==> src/rtl/sfr_pkg.sv <==
// sfr_pkg: op masks, key bytes and key-FSM encoding for sfr_shadow_reg.
// SFR_OP_LEN sets the op bus width (default 5).
`ifndef SFR_OP_LEN
`define SFR_OP_LEN 5
`endif

package sfr_pkg;

    localparam int OPW = `SFR_OP_LEN;

    localparam logic [OPW-1:0] OP_SFR_WR  = OPW'(5'b00001);
    localparam logic [OPW-1:0] OP_SFR_CLR = OPW'(5'b00010);
    localparam logic [OPW-1:0] OP_SFR_SET = OPW'(5'b00100);
    localparam logic [OPW-1:0] OP_SFR_TGL = OPW'(5'b01000);
    localparam logic [OPW-1:0] OP_SFR_KEY = OPW'(5'b10000);

    localparam logic [7:0] SFR_KEY1 = 8'hAA;
    localparam logic [7:0] SFR_KEY2 = 8'h55;

    typedef enum logic [1:0] {
        KEY_LOCKED = 2'd0,
        KEY_KEY1   = 2'd1,
        KEY_OPEN   = 2'd2
    } key_state_e;

    function automatic logic op_has(
        input logic [OPW-1:0] op,
        input logic [OPW-1:0] mask
    );
        return |(op & mask);
    endfunction

endpackage

==> src/rtl/sfr_shadow_reg_if.sv <==
// sfr_if: SFR operation bus plus active/shadow readback.
// i_bit carries one extra bit so out-of-range indices are representable.
interface sfr_if #(
    parameter int WIDTH = 8
);
    import sfr_pkg::*;

    logic [OPW-1:0]         i_op;
    logic [WIDTH-1:0]       i_data;
    logic [$clog2(WIDTH):0] i_bit;
    logic                   i_sync_mode;
    logic                   i_sync;
    logic [WIDTH-1:0]       o_active;
    logic [WIDTH-1:0]       o_shadow;
    logic                   o_pending;
    logic                   o_locked;

    modport master (
        output i_op, i_data, i_bit, i_sync_mode, i_sync,
        input  o_active, o_shadow, o_pending, o_locked
    );

    modport slave (
        input  i_op, i_data, i_bit, i_sync_mode, i_sync,
        output o_active, o_shadow, o_pending, o_locked
    );

endinterface

==> src/rtl/sfr_shadow_reg_key_fsm.sv <==
// sfr_key_fsm: AA/55 unlock sequence with a bounded window; one op per unlock.
// o_relock pulses when the open window is consumed by a modifying op.
module sfr_key_fsm
    import sfr_pkg::*;
#(
    parameter int UNLOCK_WINDOW = 4
) (
    input  logic       i_clk,
    input  logic       i_rst,
    input  logic       i_key,
    input  logic [7:0] i_key_byte,
    input  logic       i_mod,
    output logic       o_locked,
    output logic       o_relock
);

    localparam int CW = $clog2(UNLOCK_WINDOW + 1);

    key_state_e    state_q, state_d;
    logic [CW-1:0] cnt_q, cnt_d;

    always_ff @(posedge i_clk) begin
        if (i_rst) begin
            state_q <= KEY_LOCKED;
            cnt_q   <= '0;
        end else begin
            state_q <= state_d;
            cnt_q   <= cnt_d;
        end
    end

    always_comb begin
        state_d  = state_q;
        cnt_d    = cnt_q;
        o_relock = 1'b0;
        unique case (state_q)
            KEY_LOCKED: begin
                if (i_key && i_key_byte == SFR_KEY1) begin
                    state_d = KEY_KEY1;
                    cnt_d   = CW'(UNLOCK_WINDOW);
                end
            end
            KEY_KEY1: begin
                if (i_key) begin
                    if (i_key_byte == SFR_KEY2) begin
                        state_d = KEY_OPEN;
                        cnt_d   = CW'(UNLOCK_WINDOW);
                    end else begin
                        state_d = KEY_LOCKED;
                    end
                end else if (cnt_q == '0) begin
                    state_d = KEY_LOCKED;
                end else begin
                    cnt_d = cnt_q - CW'(1);
                end
            end
            KEY_OPEN: begin
                if (i_mod) begin
                    o_relock = 1'b1;
                    state_d  = KEY_LOCKED;
                end else if (cnt_q == '0) begin
                    state_d = KEY_LOCKED;
                end else begin
                    cnt_d = cnt_q - CW'(1);
                end
            end
            default: state_d = KEY_LOCKED;
        endcase
    end

    assign o_locked = (state_q != KEY_OPEN);

endmodule

==> src/rtl/sfr_shadow_reg.sv <==
// sfr_shadow_reg: double-buffered SFR with bit set/clear/toggle and sync transfer.
// Define SFR_LOCK_EN to gate modifying ops behind the AA/55 key sequence.
module sfr_shadow_reg
    import sfr_pkg::*;
#(
    parameter int               WIDTH         = 8,
    parameter logic [WIDTH-1:0] RESET_VAL     = WIDTH'(8'h0F),
    parameter int               UNLOCK_WINDOW = 4
) (
    input  logic  i_clk,
    input  logic  i_rst,
    sfr_if.slave  bus
);

    localparam int BI = $clog2(WIDTH);

    logic [WIDTH-1:0] shadow_q, shadow_d;
    logic [WIDTH-1:0] active_q, active_d;
    logic             pending_q, pending_d;
    logic [WIDTH-1:0] nxt;
    logic [BI-1:0]    idx;
    logic             wr, clr, set, tgl, mod_any;
    logic             bit_ok, hit, accept, apply, locked;

    assign wr      = op_has(bus.i_op, OP_SFR_WR);
    assign clr     = op_has(bus.i_op, OP_SFR_CLR);
    assign set     = op_has(bus.i_op, OP_SFR_SET);
    assign tgl     = op_has(bus.i_op, OP_SFR_TGL);
    assign mod_any = wr | clr | set | tgl;
    assign idx     = bus.i_bit[BI-1:0];
    assign bit_ok  = (32'(bus.i_bit) < WIDTH);

`ifdef SFR_LOCK_EN
    sfr_key_fsm #(
        .UNLOCK_WINDOW (UNLOCK_WINDOW)
    ) u_key (
        .i_clk      (i_clk),
        .i_rst      (i_rst),
        .i_key      (op_has(bus.i_op, OP_SFR_KEY)),
        .i_key_byte (bus.i_data[7:0]),
        .i_mod      (mod_any),
        .o_locked   (locked),
        .o_relock   (accept)
    );
`else
    assign locked = 1'b0;
    assign accept = mod_any;
`endif

    // Only the highest-priority requested op is considered
    always_comb begin
        nxt = shadow_q;
        hit = 1'b0;
        priority case (1'b1)
            wr: begin
                nxt = bus.i_data;
                hit = 1'b1;
            end
            clr: if (bit_ok) begin
                nxt[idx] = 1'b0;
                hit      = 1'b1;
            end
            set: if (bit_ok) begin
                nxt[idx] = 1'b1;
                hit      = 1'b1;
            end
            tgl: if (bit_ok) begin
                nxt[idx] = ~shadow_q[idx];
                hit      = 1'b1;
            end
            default: ;
        endcase
    end

    assign apply = accept & hit;

    always_comb begin
        shadow_d  = apply ? nxt : shadow_q;
        active_d  = active_q;
        pending_d = pending_q;
        if (!bus.i_sync_mode) begin
            // Also flushes a pending shadow when the mode drops
            active_d  = shadow_d;
            pending_d = 1'b0;
        end else begin
            if (bus.i_sync && pending_q) begin
                active_d  = shadow_q;
                pending_d = 1'b0;
            end
            if (apply) pending_d = 1'b1;
        end
    end

    always_ff @(posedge i_clk) begin
        if (i_rst) begin
            shadow_q  <= RESET_VAL;
            active_q  <= RESET_VAL;
            pending_q <= 1'b0;
        end else begin
            shadow_q  <= shadow_d;
            active_q  <= active_d;
            pending_q <= pending_d;
        end
    end

    assign bus.o_active  = active_q;
    assign bus.o_shadow  = shadow_q;
    assign bus.o_pending = pending_q;
    assign bus.o_locked  = locked;

endmodule

==> src/flat_wrapper.sv <==
// flat-port wrapper written by rule: the top's interface ports become plain ports
module sfr_shadow_reg_flat import sfr_pkg::*;
#(
    parameter int               WIDTH         = 8,
    parameter logic [WIDTH-1:0] RESET_VAL     = WIDTH'(8'h0F),
    parameter int               UNLOCK_WINDOW = 4
)
  (i_clk, i_rst, bus_i_op, bus_i_data, bus_i_bit, bus_i_sync_mode, bus_i_sync, bus_o_active, bus_o_shadow, bus_o_pending, bus_o_locked);
  sfr_if #(.WIDTH(WIDTH)) bus_i ();
  input  logic i_clk;
  input  logic i_rst;
  input wire logic [$bits(bus_i.i_op)-1:0] bus_i_op;
  input wire logic [$bits(bus_i.i_data)-1:0] bus_i_data;
  input wire logic [$bits(bus_i.i_bit)-1:0] bus_i_bit;
  input wire logic [$bits(bus_i.i_sync_mode)-1:0] bus_i_sync_mode;
  input wire logic [$bits(bus_i.i_sync)-1:0] bus_i_sync;
  output wire logic [$bits(bus_i.o_active)-1:0] bus_o_active;
  output wire logic [$bits(bus_i.o_shadow)-1:0] bus_o_shadow;
  output wire logic [$bits(bus_i.o_pending)-1:0] bus_o_pending;
  output wire logic [$bits(bus_i.o_locked)-1:0] bus_o_locked;
  assign bus_i.i_op = bus_i_op;
  assign bus_i.i_data = bus_i_data;
  assign bus_i.i_bit = bus_i_bit;
  assign bus_i.i_sync_mode = bus_i_sync_mode;
  assign bus_i.i_sync = bus_i_sync;
  assign bus_o_active = bus_i.o_active;
  assign bus_o_shadow = bus_i.o_shadow;
  assign bus_o_pending = bus_i.o_pending;
  assign bus_o_locked = bus_i.o_locked;
  sfr_shadow_reg #(.WIDTH(WIDTH), .RESET_VAL(RESET_VAL), .UNLOCK_WINDOW(UNLOCK_WINDOW)) u_core (.i_clk(i_clk), .i_rst(i_rst), .bus(bus_i));
endmodule
==> config.mk <==
export PLATFORM = sky130hd
export DESIGN_NAME = sfr_shadow_reg_flat
export DESIGN_NICKNAME = d
export VERILOG_FILES = /design/src/rtl/sfr_pkg.sv /design/src/rtl/sfr_shadow_reg_if.sv /design/src/rtl/sfr_shadow_reg_key_fsm.sv /design/src/rtl/sfr_shadow_reg.sv /design/src/flat_wrapper.sv
export SDC_FILE = /design/constraint.sdc
export NUM_CORES = 1
export LEC_CHECK = 0
export ABC_AREA = 1
export CAP_MARGIN = 5
export CORE_MARGIN = 3
export CORE_UTILIZATION = 46
export CTS_CLUSTER_DIAMETER = 40
export DETAILED_ROUTE_END_ITERATION = 6
export PLACE_DENSITY_LB_ADDON = 0.15
export SETUP_SLACK_MARGIN = 0.5
export SYNTH_ARGS = -nofsm -noshare
export SYNTH_HDL_FRONTEND = slang
export SYNTH_SLANG_ARGS = --single-unit
==> constraint.sdc <==
create_clock -name i_clk -period 1.84 [get_ports i_clk]
set_input_delay 0.46 -clock i_clk [delete_from_list [all_inputs] [get_ports i_clk]]
set_output_delay 0.46 -clock i_clk [all_outputs]
set_load 0.005 [all_outputs]
==> impl_metrics.py <==
metrics = {
    "clock_tree": {
        "cts.sinks": 17,
        "numCtsBuffers": 3,
        "clk_path_buf_depth": 2,
        "clock_latency_ns": 0.30,
        "cts_tree": "done",
        "hold_buffers": 0,
        "cts_max_level": 1,
        "clk_pin_slew_ns": 0.09,
        "root_buffer": "clkbuf_4",
    },
    "hold_path": {
        "hp-class": "reg -> reg",
        "min_to": "u_core.bus.o_active[1]$_SDFFE_PP1P_",
        "min_path_cells": 2,
        "worstHoldStart": "u_core.bus.o_active[1]$_SDFFE_PP1P_",
    },
    "sta": {
        "rsz0062_at_grt": "yes",
        "finClkSkew_ns": 0.00214,
        "drv_slew": 0,
        "report.final.setup_viol": 0,
        "max_freq_mhz": 662,
        "period_minus_slack_ns": 1.51,
        "period_share_pct": 82.1,
        "layout_setup_ws_ns": 0.330,
        "hold_viol": 0,
    },
    "setup_path": {
        "critPathCaptureType": "flop",
        "cpPeakStageDelay_ns": 0.37,
        "worstPathMaxFanout": 4,
        "crit_arrival_ns": 1.70,
        "cp.required_ns": 2.03,
        "regToRegSetupSlack_ns": 0.33,
        "worstSetupPathType": "reg -> reg",
        "crit_slowest_cell": "dfxtp_4",
        "r2r-end": "u_core.bus.o_active[3]$_SDFFE_PP1P_",
        "critical-path-top-delay-family": "simple AND/OR/NAND/NOR gates",
        "crit_chain": "buf_6 -> nand2_2 -> nand3_4 -> nand2_4 -> nor2_4 -> nand2_1 -> nand2_1 -> nand2_1 -> nand2_1 -> nand2_1 -> nand2_1 -> nand2_1 -> nand2_1 -> nand2_1",
        "crit_top_cell": "nand2_1",
        "r2r-start": "u_core.bus.o_shadow[2]$_SDFF_PP1_",
        "ff2ff_path_depth": 14,
        "critPathLaunchType": "flop",
        "cp_num_buf_inv": 1,
    },
    "global_route": {
        "grt_overflow": 0,
        "grtUsageTotal_pct": 26.2,
        "grt_pass1_wl_mm": 7.02,
        "grt_antenna_before_repair": 0,
        "grt_pass1_vias": 1607,
        "grt_max_degree": 14,
    },
    "final_layout": {
        "fin_cells": 332,
        "layout-drive-gt1-share_pct": 37.4,
        "nNetsFinal": 324,
        "area_growth_pct": 74.9,
        "antennaDiodeCount": 0,
    },
    "drt": {
        "avgViaCountPerCell": 5.46,
        "vias": 1813,
        "dr.pass1.iters": 4,
        "drt-initial-drc-count": 128,
        "drt_wl_total_mm": 4.68,
        "antenna_left": 0,
        "drc": 0,
        "wl_per_cell_um": 14.1,
    },
    "synthesis": {
        "syn_inst": 222,
        "ys_warn_count": 0,
        "yosysTopAreaCellShare_pct": 28.4,
        "syn_nets": 243,
        "synth_cell_type_count": 24,
        "syn_area_mm2": 0.00124,
        "ys_seq_area_share_pct": 27.4,
        "yosys-top-cells-area": "nand2_1, dfxtp_1, nand3_1",
        "synth_top_area_cell": "nand2_1",
        "syn_area_per_cell_um2": 5.60,
        "ys_seq_elements": 17,
    },
    "placed_design": {
        "portBuffers": 36,
        "placed_cells": 308,
        "place_hpwl_mm": 2.79,
        "place.gp.congestion": 0.818,
        "pre_cts_slack_ns": -0.286,
    },
    "power": {
        "power_frac_seq_pct": 39.8,
        "intPower_w": 0.000691,
        "p_total_w": 0.00105,
        "switching_share_pct": 33.9,
        "switchingPower_w": 0.000355,
        "p_leak_nw": 1.14,
        "power_density_mw_per_mm2": 481,
        "pwr-share-clk_pct": 19.2,
        "combPwrFrac_pct": 41.0,
        "ir_drop_mv": 0.552,
    },
    "job": {
        "maxCapViolations": 0,
    },
    "floorplanning": {
        "dieArea_mm2": 0.00336,
        "start_util_pct": 49.3,
        "die_width_um": 58.0,
        "fp.coreArea_mm2": 0.00252,
        "die_h_um": 58.0,
        "io_pins": 39,
        "num_rows": 18,
    },
    "run_status": {
        "status": "finished clean",
    },
}
## sequential cells by signal, indices dropped and copies added, names as in the netlist
name                  cells
u_core.bus.o_active       8
u_core.bus.o_shadow       8
u_core.bus.o_pending      1
## final cells by class
type | count | area [µm²]
tap | 30 | 37.5
clock buffer | 4 | 26.3
multi-input combinational | 170 | 895
sequential | 17 | 374
inverter | 30 | 126
fill | 132 | 349
timing repair buffer | 81 | 714
## kinds of logic after synthesis
family | after synthesis | share of synthesized area [%]
other cells | 1 | 0.302
buf+inv | 35 | 11.3
compound gates | 22 | 10.8
flops | 17 | 27.4
simple gates | 147 | 50.3
## how the worst max path moves through the flow
stage                                            from  cells after the start                                  end  slack, ns
floorplan                                bus_i_bit[0]                     14  u_core.bus.o_active[2]$_SDFFE_PP1P_       0.50
global placement                         bus_i_bit[2]                     16  u_core.bus.o_active[1]$_SDFFE_PP1P_      -0.26
detailed placement                       bus_i_bit[2]                     16  u_core.bus.o_active[0]$_SDFFE_PP1P_      -0.29
CTS                                      bus_i_bit[0]                     16  u_core.bus.o_active[0]$_SDFFE_PP1P_       0.42
global route        u_core.bus.o_shadow[2]$_SDFF_PP1_                     14  u_core.bus.o_active[3]$_SDFFE_PP1P_       0.19
finish              u_core.bus.o_shadow[2]$_SDFF_PP1_                     14  u_core.bus.o_active[3]$_SDFFE_PP1P_       0.33
## worst min-delay path: stages, from the launching register on
cell	delay (ns)
dfxtp_2	0.33
a221oi_1	0.07
nand2_1	0.06
## through the flow
step / instance area (µm²) / utilization, % / hold slack (ns) / TNS, ns
after floorplan: 1290 / - / 0.480 / 0
after global placement: 1860 / 73.8 / 0.473 / -3.16
after detailed placement: 1860 / 73.8 / 0.475 / -3.58
after CTS: 2020 / 80.1 / 0.486 / 0
after global routing: 2170 / 86.2 / 0.508 / 0
final: 2170 / 86.2 / 0.483 / 0
## power by group through the flow
stage | clock [W] | combinational (W) | sequential, W
after CTS | 0.000204 | 0.000361 | 0.000415
final | 0.000201 | 0.000428 | 0.000416
after global routing | 0.000219 | 0.000467 | 0.000419
after floorplan | 0 | 0.000162 | 0.000425
after global placement | 0 | 0.000329 | 0.000428
after detailed placement | 0 | 0.000333 | 0.000429
## what timing repair did
item | in CTS | in global routing
pin swaps | 11 | 13
endpoints found under the hold margin | 0 | 0
endpoints found under the setup margin | 34 | 29
buffers inserted | 10 | 10
resized for setup | 83 | 40
## per-layer routing
metal | part of all wire, % | routed length, µm | vias up | track usage (%)
li1 | - | - | 863 | -
met1 | 40 | 1880 | 836 | 32.8
met2 | 49 | 2300 | 99 | 45.6
met3 | 8.1 | 378 | 15 | 3.34
met4 | 2.5 | 117 | 0 | 9.93
met5 | 0 | 0 | - | 0
## cell usage in the layout (no fill, tap or decap), drive strengths merged, types with 3 or more instances in the layout
cell type,count
a21oi,7
a221oi,4
buf,51
clkbuf,8
clkdlybuf4s15,11
clkdlybuf4s50,11
clkinv,3
dfxtp,17
dlygate4sd2,4
inv,27
nand2,96
nand3,32
nor2,17
o21ai,8
## cells in the mapped netlist
library cell	n
dfxtp_1	17
a211o_1	1
o211ai_1	1
inv_2	2
buf_4	2
nor2_4	1
nor2_2	2
nor2_1	14
nand2_2	2
clkbuf_1	2
o21ai_0	5
buf_2	1
nand3_2	2
or2_2	1
conb_1	1
nand3_1	30
a21oi_1	7
o21ai_1	3
nand4_1	1
a211oi_1	1
inv_1	26
nand2_1	94
a221oi_1	4
clkinv_1	2
Power figures use the tool's default switching activity.
